--- src/rtl/rf_mult_unit_if.sv ---
// rf_mult_unit_if: request/operand/write-back bundle between the controller,
// the register-file read/write ports and the iterative multiplier.
// master = controller/register-file side, slave = multiplier.
//   start, a_in, b_in, adr_dest          : request and operands (master -> slave)
//   rf_din, rf_adr, rf_wr                : register-file write port (slave -> master)
//   busy, done, z_flag, c_flag           : status (slave -> master)
interface rf_mult_unit_if #(
   parameter int DATA_W = 8,
   parameter int ADDR_W = 5
);
   logic              start;
   logic [DATA_W-1:0] a_in;
   logic [DATA_W-1:0] b_in;
   logic [ADDR_W-1:0] adr_dest;
   logic [DATA_W-1:0] rf_din;
   logic [ADDR_W-1:0] rf_adr;
   logic              rf_wr;
   logic              busy;
   logic              done;
   logic              z_flag;
   logic              c_flag;

   modport master (
      output start, a_in, b_in, adr_dest,
      input  rf_din, rf_adr, rf_wr, busy, done, z_flag, c_flag
   );

   modport slave (
      input  start, a_in, b_in, adr_dest,
      output rf_din, rf_adr, rf_wr, busy, done, z_flag, c_flag
   );
endinterface

--- src/rtl/rf_mult_unit.sv ---
// rf_mult_unit: iterative unsigned DATA_W x DATA_W shift-add multiplier writing
//   its 2*DATA_W product back to the register file as two byte writes.
// Latency: accept edge 0, writes land at edges DATA_W+1 / DATA_W+2, DONE in the following cycle.
// Backpressure: none; START is only sampled in IDLE and dropped requests are not queued.
// Ports:
//   i_clk    : clock, all state updates on the rising edge
//   i_rst_n  : asynchronous active-low reset
//   io_mul   : rf_mult_unit_if.slave (start/operands in, rf write port and status out)
module rf_mult_unit #(
   parameter int DATA_W = 8,
   parameter int ADDR_W = 5
) (
   input  logic          i_clk,
   input  logic          i_rst_n,
   rf_mult_unit_if.slave io_mul
);

   localparam int CNT_W = (DATA_W > 1) ? $clog2(DATA_W) : 1;

   typedef enum logic [2:0] {
      S_IDLE  = 3'd0,
      S_CALC  = 3'd1,
      S_WR_LO = 3'd2,
      S_WR_HI = 3'd3,
      S_FIN   = 3'd4
   } state_t;

   state_t              r_state;
   state_t              w_state_nxt;

   logic [DATA_W-1:0]   r_mcand;
   logic [DATA_W-1:0]   r_mplr;
   logic [ADDR_W-1:0]   r_dest;
   logic [2*DATA_W-1:0] r_acc;
   logic [CNT_W-1:0]    r_cnt;
   logic [DATA_W-1:0]   r_rf_din;
   logic [ADDR_W-1:0]   r_rf_adr;
   logic                r_z;
   logic                r_c;

   logic [2*DATA_W-1:0] w_partial;
   logic [2*DATA_W-1:0] w_acc_next;
   logic                w_last;
   logic                w_rf_wr;
   logic                w_busy;
   logic                w_done;

   // Partial product for the current multiplier bit, aligned by the bit index.
   assign w_partial  = {{DATA_W{1'b0}}, r_mcand} << r_cnt;
   assign w_acc_next = r_mplr[0] ? (r_acc + w_partial) : r_acc;
   assign w_last     = (r_cnt == CNT_W'(DATA_W - 1));

   // State register
   always_ff @(posedge i_clk or negedge i_rst_n) begin
      if (!i_rst_n) begin
         r_state <= S_IDLE;
      end else begin
         r_state <= w_state_nxt;
      end
   end

   // Next-state logic
   always_comb begin
      w_state_nxt = r_state;
      case (r_state)
         S_IDLE:  if (io_mul.start) w_state_nxt = S_CALC;
         S_CALC:  if (w_last) w_state_nxt = S_WR_LO;
         S_WR_LO: w_state_nxt = S_WR_HI;
         S_WR_HI: w_state_nxt = S_FIN;
         S_FIN:   w_state_nxt = S_IDLE;
         default: w_state_nxt = S_IDLE;
      endcase
   end

   // Moore outputs decoded from the state register only
   always_comb begin
      w_rf_wr = 1'b0;
      w_busy  = 1'b0;
      w_done  = 1'b0;
      case (r_state)
         S_CALC:  w_busy = 1'b1;
         S_WR_LO: begin
            w_busy  = 1'b1;
            w_rf_wr = 1'b1;
         end
         S_WR_HI: begin
            w_busy  = 1'b1;
            w_rf_wr = 1'b1;
         end
         S_FIN:   w_done = 1'b1;
         default: ;
      endcase
   end

   // Datapath. Write data/address are loaded on the edge entering each write
   // state so the register-file port sees only registered values, and they
   // simply hold afterwards.
   always_ff @(posedge i_clk or negedge i_rst_n) begin
      if (!i_rst_n) begin
         r_mcand  <= '0;
         r_mplr   <= '0;
         r_dest   <= '0;
         r_acc    <= '0;
         r_cnt    <= '0;
         r_rf_din <= '0;
         r_rf_adr <= '0;
         r_z      <= 1'b0;
         r_c      <= 1'b0;
      end else begin
         case (r_state)
            S_IDLE: begin
               if (io_mul.start) begin
                  // Operands are captured once; the result write may later
                  // overwrite the source register without affecting the product.
                  r_mcand <= io_mul.a_in;
                  r_mplr  <= io_mul.b_in;
                  r_dest  <= io_mul.adr_dest;
                  r_acc   <= '0;
                  r_cnt   <= '0;
               end
            end
            S_CALC: begin
               r_acc  <= w_acc_next;
               r_mplr <= r_mplr >> 1;
               r_cnt  <= r_cnt + CNT_W'(1);
               if (w_last) begin
                  r_rf_din <= w_acc_next[DATA_W-1:0];
                  r_rf_adr <= r_dest;
                  r_z      <= (w_acc_next == '0);
                  r_c      <= |w_acc_next[2*DATA_W-1:DATA_W];
               end
            end
            S_WR_LO: begin
               r_rf_din <= r_acc[2*DATA_W-1:DATA_W];
               // Wraps modulo the register count: top register spills into register 0.
               r_rf_adr <= r_dest + ADDR_W'(1);
            end
            default: ;
         endcase
      end
   end

   assign io_mul.rf_din = r_rf_din;
   assign io_mul.rf_adr = r_rf_adr;
   assign io_mul.rf_wr  = w_rf_wr;
   assign io_mul.busy   = w_busy;
   assign io_mul.done   = w_done;
   assign io_mul.z_flag = r_z;
   assign io_mul.c_flag = r_c;

endmodule

--- src/flat_wrapper.sv ---
// flat-port wrapper written by rule: the top's interface ports become plain ports
module rf_mult_unit_flat 
#(
   parameter int DATA_W = 8,
   parameter int ADDR_W = 5
)
  (i_clk, i_rst_n, io_mul_start, io_mul_a_in, io_mul_b_in, io_mul_adr_dest, io_mul_rf_din, io_mul_rf_adr, io_mul_rf_wr, io_mul_busy, io_mul_done, io_mul_z_flag, io_mul_c_flag);
  rf_mult_unit_if #(.DATA_W(DATA_W), .ADDR_W(ADDR_W)) io_mul_i ();
  input  logic i_clk;
  input  logic i_rst_n;
  input wire logic [$bits(io_mul_i.start)-1:0] io_mul_start;
  input wire logic [$bits(io_mul_i.a_in)-1:0] io_mul_a_in;
  input wire logic [$bits(io_mul_i.b_in)-1:0] io_mul_b_in;
  input wire logic [$bits(io_mul_i.adr_dest)-1:0] io_mul_adr_dest;
  output wire logic [$bits(io_mul_i.rf_din)-1:0] io_mul_rf_din;
  output wire logic [$bits(io_mul_i.rf_adr)-1:0] io_mul_rf_adr;
  output wire logic [$bits(io_mul_i.rf_wr)-1:0] io_mul_rf_wr;
  output wire logic [$bits(io_mul_i.busy)-1:0] io_mul_busy;
  output wire logic [$bits(io_mul_i.done)-1:0] io_mul_done;
  output wire logic [$bits(io_mul_i.z_flag)-1:0] io_mul_z_flag;
  output wire logic [$bits(io_mul_i.c_flag)-1:0] io_mul_c_flag;
  assign io_mul_i.start = io_mul_start;
  assign io_mul_i.a_in = io_mul_a_in;
  assign io_mul_i.b_in = io_mul_b_in;
  assign io_mul_i.adr_dest = io_mul_adr_dest;
  assign io_mul_rf_din = io_mul_i.rf_din;
  assign io_mul_rf_adr = io_mul_i.rf_adr;
  assign io_mul_rf_wr = io_mul_i.rf_wr;
  assign io_mul_busy = io_mul_i.busy;
  assign io_mul_done = io_mul_i.done;
  assign io_mul_z_flag = io_mul_i.z_flag;
  assign io_mul_c_flag = io_mul_i.c_flag;
  rf_mult_unit #(.DATA_W(DATA_W), .ADDR_W(ADDR_W)) u_core (.i_clk(i_clk), .i_rst_n(i_rst_n), .io_mul(io_mul_i));
endmodule
--- config.mk ---
export PLATFORM = sky130hd
export DESIGN_NAME = rf_mult_unit_flat
export DESIGN_NICKNAME = d
export VERILOG_FILES = /design/src/rtl/rf_mult_unit_if.sv /design/src/rtl/rf_mult_unit.sv /design/src/flat_wrapper.sv
export SDC_FILE = /design/constraint.sdc
export NUM_CORES = 1
export LEC_CHECK = 0
export CAP_MARGIN = 20
export CORE_MARGIN = 4
export CORE_UTILIZATION = 40
export DETAILED_ROUTE_END_ITERATION = 10
export PLACE_DENSITY = 0.68
export SETUP_SLACK_MARGIN = 0.15
export SLEW_MARGIN = 20
export SYNTH_ARGS = -nofsm -noshare
export SYNTH_HDL_FRONTEND = slang
export SYNTH_SLANG_ARGS = --single-unit
export TNS_END_PERCENT = 30
--- constraint.sdc ---
create_clock -name i_clk -period 6.2 [get_ports i_clk]
set_clock_uncertainty 0.15 [all_clocks]
set_input_delay 0.93 -clock i_clk [delete_from_list [all_inputs] [get_ports i_clk]]
set_output_delay 0.93 -clock i_clk [all_outputs]
set_load 0.01 [all_outputs]
==> reports/summary.json <==
{
  "outcome": "finished clean",
  "antenna_found_initial": 0,
  "design.core.area_um2": 8810,
  "worst_setup_path_start_kind": "flip-flop",
  "dieHeight_um": 104,
  "netlist.area_leader.share_pct": 39.7,
  "power.ir.vdd_worst_v": 0.000233,
  "rsz0062_at_grt": "false",
  "power_leakage_nw": 1.86,
  "min_path_type": "reg -> reg",
  "placementRows": 34,
  "dr.pass1.iters": 5,
  "cts-htree-levels": 3,
  "cellPowerDensity_nw_per_um2": 607,
  "timing.final.max_slew_violations": 0,
  "ys_seq_elements": 58,
  "max_slew_margin_pct": 39.8,
  "finalHoldViolations": 0,
  "power.total_mw": 2.64,
  "num_io_pins": 42,
  "flow.area_growth_from_synthesis_pct": 19.1,
  "worst_skew_pair.late_latency_ns": 0.34,
  "dpl.hpwl_mm": 6.69,
  "finalCritPeriodShare_pct": 63.8,
  "postSynthNetCount": 433,
  "grt.total_usage_pct": 16.5,
  "syn-mean-instance-area_um2": 9.37,
  "post_drt_wl_per_cell_um": 16.6,
  "start_util_pct": 41.5,
  "most-common-layout-cells": "sky130_fd_sc_hd__dfrtp_1, sky130_fd_sc_hd__nand2_1, sky130_fd_sc_hd__clkdlybuf4s50_1",
  "postCtsSetupRepairBufs": 0,
  "dominant_cells_by_area_after_synthesis": "sky130_fd_sc_hd__dfrtp_1, sky130_fd_sc_hd__ha_1, sky130_fd_sc_hd__mux2i_1, sky130_fd_sc_hd__o21ai_0, sky130_fd_sc_hd__nand2_1",
  "synth-async-reset-ratio_pct": 100,
  "clock_tree_from_tritoncts": "built",
  "yosysWarningCount": 0,
  "pin_slew_with_the_least_headroom_to_its_limit_ns": 0.902,
  "signal_arrival_time_at_the_worst_endpoint_ns": 4.08,
  "cts_buffers": 9,
  "postRouteWirelength_mm": 8.92,
  "synth.yosys.seq_area_share_pct": 39.7,
  "vias_cell": 5.84,
  "postCtsResizedCells": 0,
  "multiInputGateArea_um2": 2070,
  "achievable-frequency_mhz": 253,
  "ys_dominant_reg_cell": "sky130_fd_sc_hd__dfrtp_1",
  "totalNegativeSetupSlack_ns": 0,
  "crit_path_max_fanout": 12,
  "globalRouteOverflowTotal": 0,
  "synth_top_area_cell": "sky130_fd_sc_hd__dfrtp_1",
  "edff_count_synth": 0,
  "syn-instance-count": 390,
  "fillerInstances": 810,
  "largest_net_degree_at_the_start_of_global_routing": 59,
  "initial_drc_count": 184,
  "drc_errors": 0,
  "first_pass_grt_wire_length_mm": 14.4,
  "layout_cells_sized_above_1_pct": 10.7,
  "mappedNetlistArea_um2": 3650,
  "vias": 3137,
  "clock_tree.buffer_depth": 2,
  "num-nets-final": 467,
  "synth.distinct_cells": 56,
  "cp-end-kind": "flip-flop",
  "floorplan.die_area_um2": 10700,
  "drv.max_cap_violation_count": 0,
  "routabilityCongestion": 0.917,
  "criticalPathCategory": "reg -> reg",
  "grt_pass1_vias": 2977,
  "cts.sinks": 58,
  "layout.cells.most_common": "sky130_fd_sc_hd__dfrtp_1",
  "cts-hold-fix-buffers": 0,
  "timing.critical_path.required_ns": 6.32,
  "diodes": 0,
  "die-width_um": 104,
  "clock_input_transition_at_the_sequential_cells_of_the_worst_setup_and_hold_paths_ns": 0.07,
  "detail-route-antenna-nets": 0,
  "ctsRootBufferMaster": "sky130_fd_sc_hd__clkbuf_8",
  "setup_viol": 0,
  "port-buffer-count": 41,
  "timing.final.crit_period_ns": 3.96,
  "seq_area_um2": 1450
}
==> critical path: stages (launching register included) <==
cell                        delay, ns
sky130_fd_sc_hd__dfrtp_1         0.62
sky130_fd_sc_hd__mux2_2          0.40
sky130_fd_sc_hd__o21ai_0         0.22
sky130_fd_sc_hd__mux2i_1         0.12
sky130_fd_sc_hd__ha_1            0.41
sky130_fd_sc_hd__a21oi_4         0.23
sky130_fd_sc_hd__o21ai_2         0.11
sky130_fd_sc_hd__o31a_1          0.29
sky130_fd_sc_hd__a311oi_4        0.38
sky130_fd_sc_hd__xor2_1          0.21
sky130_fd_sc_hd__o21ai_1         0.11
sky130_fd_sc_hd__a2111oi_2       0.43
sky130_fd_sc_hd__a32o_1          0.22
==> through the flow <==
stage                     setup slack, ns  hold WS (ns)  util, %  instance area [µm²]  cells
after floorplan                      2.48         0.299        -                 3650    390
after global placement               2.39         0.314     46.8                 4120    521
after detailed placement             2.28         0.331     46.8                 4120    521
after CTS                            2.26         0.342     49.4                 4350    537
after global routing                 2.00         0.346     49.4                 4350    537
final                                2.24         0.334     49.4                 4350    537
==> power by group <==
part / internal (mW) / leakage [nW] / switching, mW
sequential: 0.542 / 0.728 / 0.193
combinational: 0.656 / 1.02 / 0.843
clock: 0.249 / 0.117 / 0.159
total: 1.45 / 1.86 / 1.20
==> cell type report <==
cell class                      instances  area share [%]
Inverter                               11           0.949
Multi-Input combinational cell        300            47.5
Clock buffer                           12            3.57
Timing Repair Buffer                   44            9.83
Tap cell                              108            3.11
Clock inverter                          4            1.70
Sequential cell                        58            33.4
==> cell families after synthesis <==
kind of cell | count (synthesis) | synth area share [%]
compound gates | 121 | 22.5
flops | 58 | 39.7
simple gates | 119 | 15.7
buf+inv | 32 | 3.90
fa+ha+maj | 19 | 6.71
mux | 35 | 10.1
xor+xnor | 6 | 1.44
==> path summary, 6_finish.rpt <==
| kind | from | to | slack, ns | cells past startpoint |
|---|---|---|---|---|
| worst min-delay path | u_core.r_dest[4]$_DFFE_PN0P_ | u_core.io_mul.rf_adr[4]$_DFFE_PN0P_ | 0.33 | 1 |
| min in group asynchronous | i_rst_n | u_core.r_acc[12]$_DFFE_PN0P_ | 0.57 | 2 |
| max in group asynchronous | i_rst_n | u_core.r_mcand[0]$_DFFE_PN0P_ | 4.83 | 2 |
| worst max register to register | u_core.r_cnt[0]$_DFFE_PN0P_ | u_core.io_mul.z_flag$_DFFE_PN0P_ | 2.24 | 12 |
| worst max-delay path | u_core.r_cnt[0]$_DFFE_PN0P_ | u_core.io_mul.z_flag$_DFFE_PN0P_ | 2.24 | 12 |
| worst min register to register | u_core.r_dest[4]$_DFFE_PN0P_ | u_core.io_mul.rf_adr[4]$_DFFE_PN0P_ | 0.33 | 1 |
==> flip-flops by register name (all words and copies together), names as in the netlist <==
name,flops
u_core.r_acc,16
u_core.io_mul.rf_din,8
u_core.r_mcand,8
u_core.r_mplr,8
u_core.io_mul.rf_adr,5
u_core.r_dest,5
u_core.r_cnt,3
u_core.r_state,3
u_core.io_mul.c_flag,1
u_core.io_mul.z_flag,1
==> metal layers <==
metal  wire length (µm)  track usage [%]  vias to the layer above  share of wire, %
met5                  0                0                        -                 0
met4                150             5.13                        0               1.7
met3                438             3.92                       16               4.9
met2               4290             26.8                       80                48
met1               4040             21.9                     1531                45
li1                   -                -                     1510                 -
==> Yosys cell counts, drive strengths merged, types with 6 or more instances <==
master	count
a21oi	21
a22oi	7
and2	8
and3	6
clkbuf	17
dfrtp	58
ha	18
inv	10
mux2	15
mux2i	20
nand2	46
nor2	25
nor3	6
o21a	7
o21ai	39
o22ai	7
Power figures use the tool's default switching activity.
==> patch 1, RTL diff (same flow settings) <==
Re-encode `state_t` (5 states) as Gray code, 3 bits wide.
--- a/src/rtl/rf_mult_unit.sv
+++ b/src/rtl/rf_mult_unit.sv
@@ -18,11 +18,11 @@
    localparam int CNT_W = (DATA_W > 1) ? $clog2(DATA_W) : 1;
 
    typedef enum logic [2:0] {
-      S_IDLE  = 3'd0,
-      S_CALC  = 3'd1,
-      S_WR_LO = 3'd2,
-      S_WR_HI = 3'd3,
-      S_FIN   = 3'd4
+      S_IDLE  = 3'b000,
+      S_CALC  = 3'b001,
+      S_WR_LO = 3'b011,
+      S_WR_HI = 3'b010,
+      S_FIN   = 3'b110
    } state_t;
 
    state_t              r_state;
Check against the original RTL: same outputs for any inputs over 4 cycles, from zero or initial values and one cycle with i_rst_n low; so few cycles prove little.
==> patch 1 against the original RTL <==
  * Die area up 0.22%
  * Final area up 0.95%
  * Total power down 3.3%
  * Setup slack better by 0.25 ns
  * Sequential cell count unchanged
  * Wire length up 4.1%
  * Synthesized area up 0.24%
  * Critical path type unchanged
  * Largest cell class unchanged
==> patch 1: results (changes against the original RTL) <==
- Arrival time of data at the critical path endpoint: 3.79 ns (-0.29 ns)
* Pleak: 1.866 nW (+0.33%)
- The share of the cycle needed by the critical path after routing came to 59.72% (-4.1 points).
- The total number of yosys warnings was 0 (unchanged).
- Worst-case register-to-register setup slack: 2.50 ns (+0.25 ns)
* Relative slew margins: 37.49% (-2.3 points)
- The placement-stage worst setup slack is 2.580 ns (+0.2971 ns).
- GRT Resource Usage Total: 17.30% (+0.81 points)
- Met1 track demand over resource in global routing: 22.51% (+0.66 points)
* Global-route wire length before repair: 15120 µm (+4.9%)
* Met3 routed wirelength: 347 µm (-21%)
* Reg with most FFs: u_core.r_acc
* Metal-1 WL: 4371 µm (+8.1%)
- Ranked by total cell area, the synthesized netlist is headed by sky130_fd_sc_hd__dfrtp_1 (40%), sky130_fd_sc_hd__nand2_1 (7.0%), sky130_fd_sc_hd__ha_1 (6.1%), sky130_fd_sc_hd__mux2i_1 (5.7%), sky130_fd_sc_hd__a21oi_1 (3.4%).
- Total clock buffers created by CTS: 9 (unchanged)
- Cell variety after synth: 53 (-5.4%)
- Most used standard cells in the synthesized netlist: sky130_fd_sc_hd__nand2_1 (68), sky130_fd_sc_hd__dfrtp_1 (58), sky130_fd_sc_hd__nor2_1 (32)
* Initial DRT Pass Iterations: 4 (-1)
- Number of cells upsized or downsized after cts: 0 (unchanged)
* Htree depth: 3 (unchanged)
- Fillers: 829 (+2.3%)
- Peak supply drop: 0.0002702 V (+16%)
- The net count of the mapped netlist came to 453 (+4.6%).
* Drt wl/cell: 16.65 µm (+0.21%)
- Post-place instance area: 0.004144 mm² (+0.52%)
- NumNets Final: 488 (+4.5%)
* Outcome: complete, no violations
- Worst setup path endpoint: u_core.io_mul.c_flag$_DFFE_PN0P_
- Vias after detailed routing: 3128 (-0.29%)
* Routed wire length on met2: 4327 µm (+0.89%)
- Grt met3 use: 3.483% (-0.44 points)
- Global Route met2 Usage: 27.57% (+0.75 points)
- Initial DRC Count: 137 (-26%)
- The portion of the post-synthesis area used by sequential elements was 39.62% (-0.095 points).
- The placer's final routability congestion estimate came to 0.9310 (+1.6%).
* Top routing layer in use: met4
- The layout cell share with drive strength beyond 1 is 6.889% (-3.8 points).
- Post-DP HPWL: 6864 µm (+2.6%)
[patch 1: where the power goes]
group | internal (mW) | leakage [nW] | total [mW] | switching (mW)
combinational | 0.598 | 1.01 | 1.37 | 0.772
sequential | 0.542 | 0.734 | 0.738 | 0.196
clock | 0.271 | 0.124 | 0.447 | 0.176
[patch 1: final cells by class]
class                   instances  area (µm²)  share of cell area, %
well taps                     108       135.1                  3.076
clock inverters                 7       125.1                  2.848
clock buffers                   9       123.9                  2.820
flip-flops and latches         58        1451                  33.04
repair buffers                 43       420.4                  9.570
inverters                       7       26.28                 0.5981
multi-input cells             326        2111                  48.05
[patch 1: kinds of logic after synthesis]
logic type      share of synthesized area (%)
flops                                   39.62
compound gates                          20.08
fa+ha+maj                               6.694
simple gates                            17.62
buf+inv                                 3.005
mux                                     10.35
xor+xnor                                2.630
[patch 1: stage by stage]
step | instances | hold slack (ns)
6_report | 558 | 0.3402
4_1_cts | 558 | 0.3467
5_1_grt | 558 | 0.3750
3_5_place_dp | 542 | 0.3288
3_3_place_gp | 542 | 0.3106
2_1_floorplan | 410 | 0.2965
[patch 1: how the worst min path moves through the flow]
stage / from / end / cells past startpoint
2_1_floorplan: u_core.r_dest[4]$_DFFE_PN0P_ / u_core.io_mul.rf_adr[4]$_DFFE_PN0P_ / 1
5_1_grt: u_core.r_dest[4]$_DFFE_PN0P_ / u_core.io_mul.rf_adr[4]$_DFFE_PN0P_ / 1
3_3_place_gp: u_core.r_dest[4]$_DFFE_PN0P_ / u_core.io_mul.rf_adr[4]$_DFFE_PN0P_ / 1
6_report: u_core.r_mplr[2]$_DFFE_PN0P_ / u_core.r_mplr[1]$_DFFE_PN0P_ / 2
3_5_place_dp: u_core.r_mplr[7]$_DFFE_PN0P_ / u_core.r_mplr[6]$_DFFE_PN0P_ / 2
4_1_cts: u_core.r_mplr[1]$_DFFE_PN0P_ / u_core.r_mplr[0]$_DFFE_PN0P_ / 2
[patch 1: worst max-delay path, cell delays in order (launching register included)]
cell and delay (ns):
sky130_fd_sc_hd__dfrtp_1 0.63, sky130_fd_sc_hd__mux2_2 0.41, sky130_fd_sc_hd__o21ai_0 0.24, sky130_fd_sc_hd__o22ai_1 0.13
sky130_fd_sc_hd__ha_1 0.46, sky130_fd_sc_hd__and4_1 0.23, sky130_fd_sc_hd__o21ai_0 0.08, sky130_fd_sc_hd__a31oi_1 0.29
sky130_fd_sc_hd__mux2i_1 0.22, sky130_fd_sc_hd__nor2_1 0.08, sky130_fd_sc_hd__nor4_1 0.31, sky130_fd_sc_hd__o2111ai_1 0.20
sky130_fd_sc_hd__o21a_1 0.14
==> patch 2, RTL diff (same settings) <==
Made on the original files. `ADDR_W` is set to 5 in 3 places; all go to 4.
--- a/src/rtl/rf_mult_unit_if.sv
+++ b/src/rtl/rf_mult_unit_if.sv
@@ -6,7 +6,7 @@
 //   busy, done, z_flag, c_flag           : status (slave -> master)
 interface rf_mult_unit_if #(
    parameter int DATA_W = 8,
-   parameter int ADDR_W = 5
+   parameter int ADDR_W = 4
 );
    logic              start;
    logic [DATA_W-1:0] a_in;
--- a/src/rtl/rf_mult_unit.sv
+++ b/src/rtl/rf_mult_unit.sv
@@ -8,7 +8,7 @@
 //   io_mul   : rf_mult_unit_if.slave (start/operands in, rf write port and status out)
 module rf_mult_unit #(
    parameter int DATA_W = 8,
-   parameter int ADDR_W = 5
+   parameter int ADDR_W = 4
 ) (
    input  logic          i_clk,
    input  logic          i_rst_n,
--- a/src/flat_wrapper.sv
+++ b/src/flat_wrapper.sv
@@ -2,7 +2,7 @@
 module rf_mult_unit_flat 
 #(
    parameter int DATA_W = 8,
-   parameter int ADDR_W = 5
+   parameter int ADDR_W = 4
 )
   (i_clk, i_rst_n, io_mul_start, io_mul_a_in, io_mul_b_in, io_mul_adr_dest, io_mul_rf_din, io_mul_rf_adr, io_mul_rf_wr, io_mul_busy, io_mul_done, io_mul_z_flag, io_mul_c_flag);
   rf_mult_unit_if #(.DATA_W(DATA_W), .ADDR_W(ADDR_W)) io_mul_i ();
Interface: changed (resized io_mul_adr_dest and io_mul_rf_adr); port bits go from 42 to 40. No check against the original RTL was run, so the function may have changed too.
==> patch 2 against the original RTL <==
  * Total power fell by 6.5%
  * Setup slack improved by 0.18 ns
  * Core utilization down 2.7 points
  * First-iteration DRC count rose by 9.2%
  * Wire length is 6.4% higher
  * Synthesized cell count rose by 5.9%
  * Worst hold slack better by 0.0077 ns
  * Critical path depth shrank 1
  * Non-clock buffer count grew 1
  * Final area shrank 1.3%
  * Synthesized area up 2.9%
  * Sequential cell count down 2
  * Via count rose by 2.5%
  * Sequential share of layout area fell by 0.74 points
  * Critical path type unchanged
  * Critical endpoint unchanged
==> patch 2: results (changes against the original RTL) <==
- The portion of the layout cell area used by non-clock buffers is 10.02% (+0.18 points).
- The met3 demand-to-capacity share in global routing was 2.841% (-1.1 points).
- The layout cell share with drive strength beyond 1 is 11.06% (+0.34 points).
- Combinational cell power: 1.58 mW (+5%)
* Count of clock buffers in the final design: 5 (-7)
- The flow ran to the end, and the final reports show no timing, DRC or antenna violations.
- Met1 track demand over resource in global routing: 23.55% (+1.7 points)
* Worst-case hold path end point: u_core.io_mul.rf_adr[3]$_DFFE_PN0P_
* Seq/Total Area, Yosys: 37.27% (-2.4 points)
- Htree depth: 2 (-1)
- The share of cell area taken by multi-input logic gates came to 51.02% (+3.5 points).
- The placement-stage worst setup slack was 2.514 ns (+0.2306 ns).
- The met2 track demand over resource in global routing is 28.46% (+1.6 points).
- The total length of routed met3 wires was 416 µm (-5.0%).
- Worst-case reg-to-reg path depth: 11 (-1)
* Share of the cycle needed by the critical path after routing: 60.94% (-2.9 points)
- Post-synthesis share of cell area spent on full adders, half adders and majority gates: 6.522% (-0.19 points)
* Fillers: 883 (+9.0%)
- The global-route wire length before repair came to 15880 µm (+10%).
- GRT Resource Usage Total: 17.36% (+0.86 points)
- The portion of netlist area occupied by mux cells came to 8.985% (-1.1 points).
* Maximum number of pins on one net before global-route repair: 57 (-3.4%)
- Area used by multi-input combinational logic: 0.002192 mm² (+6.1%)
* Number of port buffers: 39 (-4.9%)
* Final cell count without fillers: 554 (+3.2%)
- Power dissipated in the clock network: 0.214 mW (-48%)
- Pleak: 1.853 nW (-0.39%)
- The final layout net count was 484 (+3.6%).
patch 2: cell count changes in the layout (fill, tap and decap cells not counted), moves of 3 or more:
cell                        before  now
sky130_fd_sc_hd__nand2_1        46   57
sky130_fd_sc_hd__o21a_1          7    4
sky130_fd_sc_hd__o2111ai_1       0    3
sky130_fd_sc_hd__xor2_1          3    0
sky130_fd_sc_hd__clkbuf_8       11    5
sky130_fd_sc_hd__and3_1          6    3
sky130_fd_sc_hd__nand4_1         5    1
sky130_fd_sc_hd__and2_2          0    3
sky130_fd_sc_hd__a31oi_1         5    8
sky130_fd_sc_hd__buf_4           3    6
patch 2: logic make-up after synthesis:
group,Yosys count
flip-flops,56
buffers and inverters,33
adder cells (fa/ha/maj),19
XOR/XNOR,4
AO/OA/AOI/OAI,130
multiplexers,32
AND/OR/NAND/NOR,139
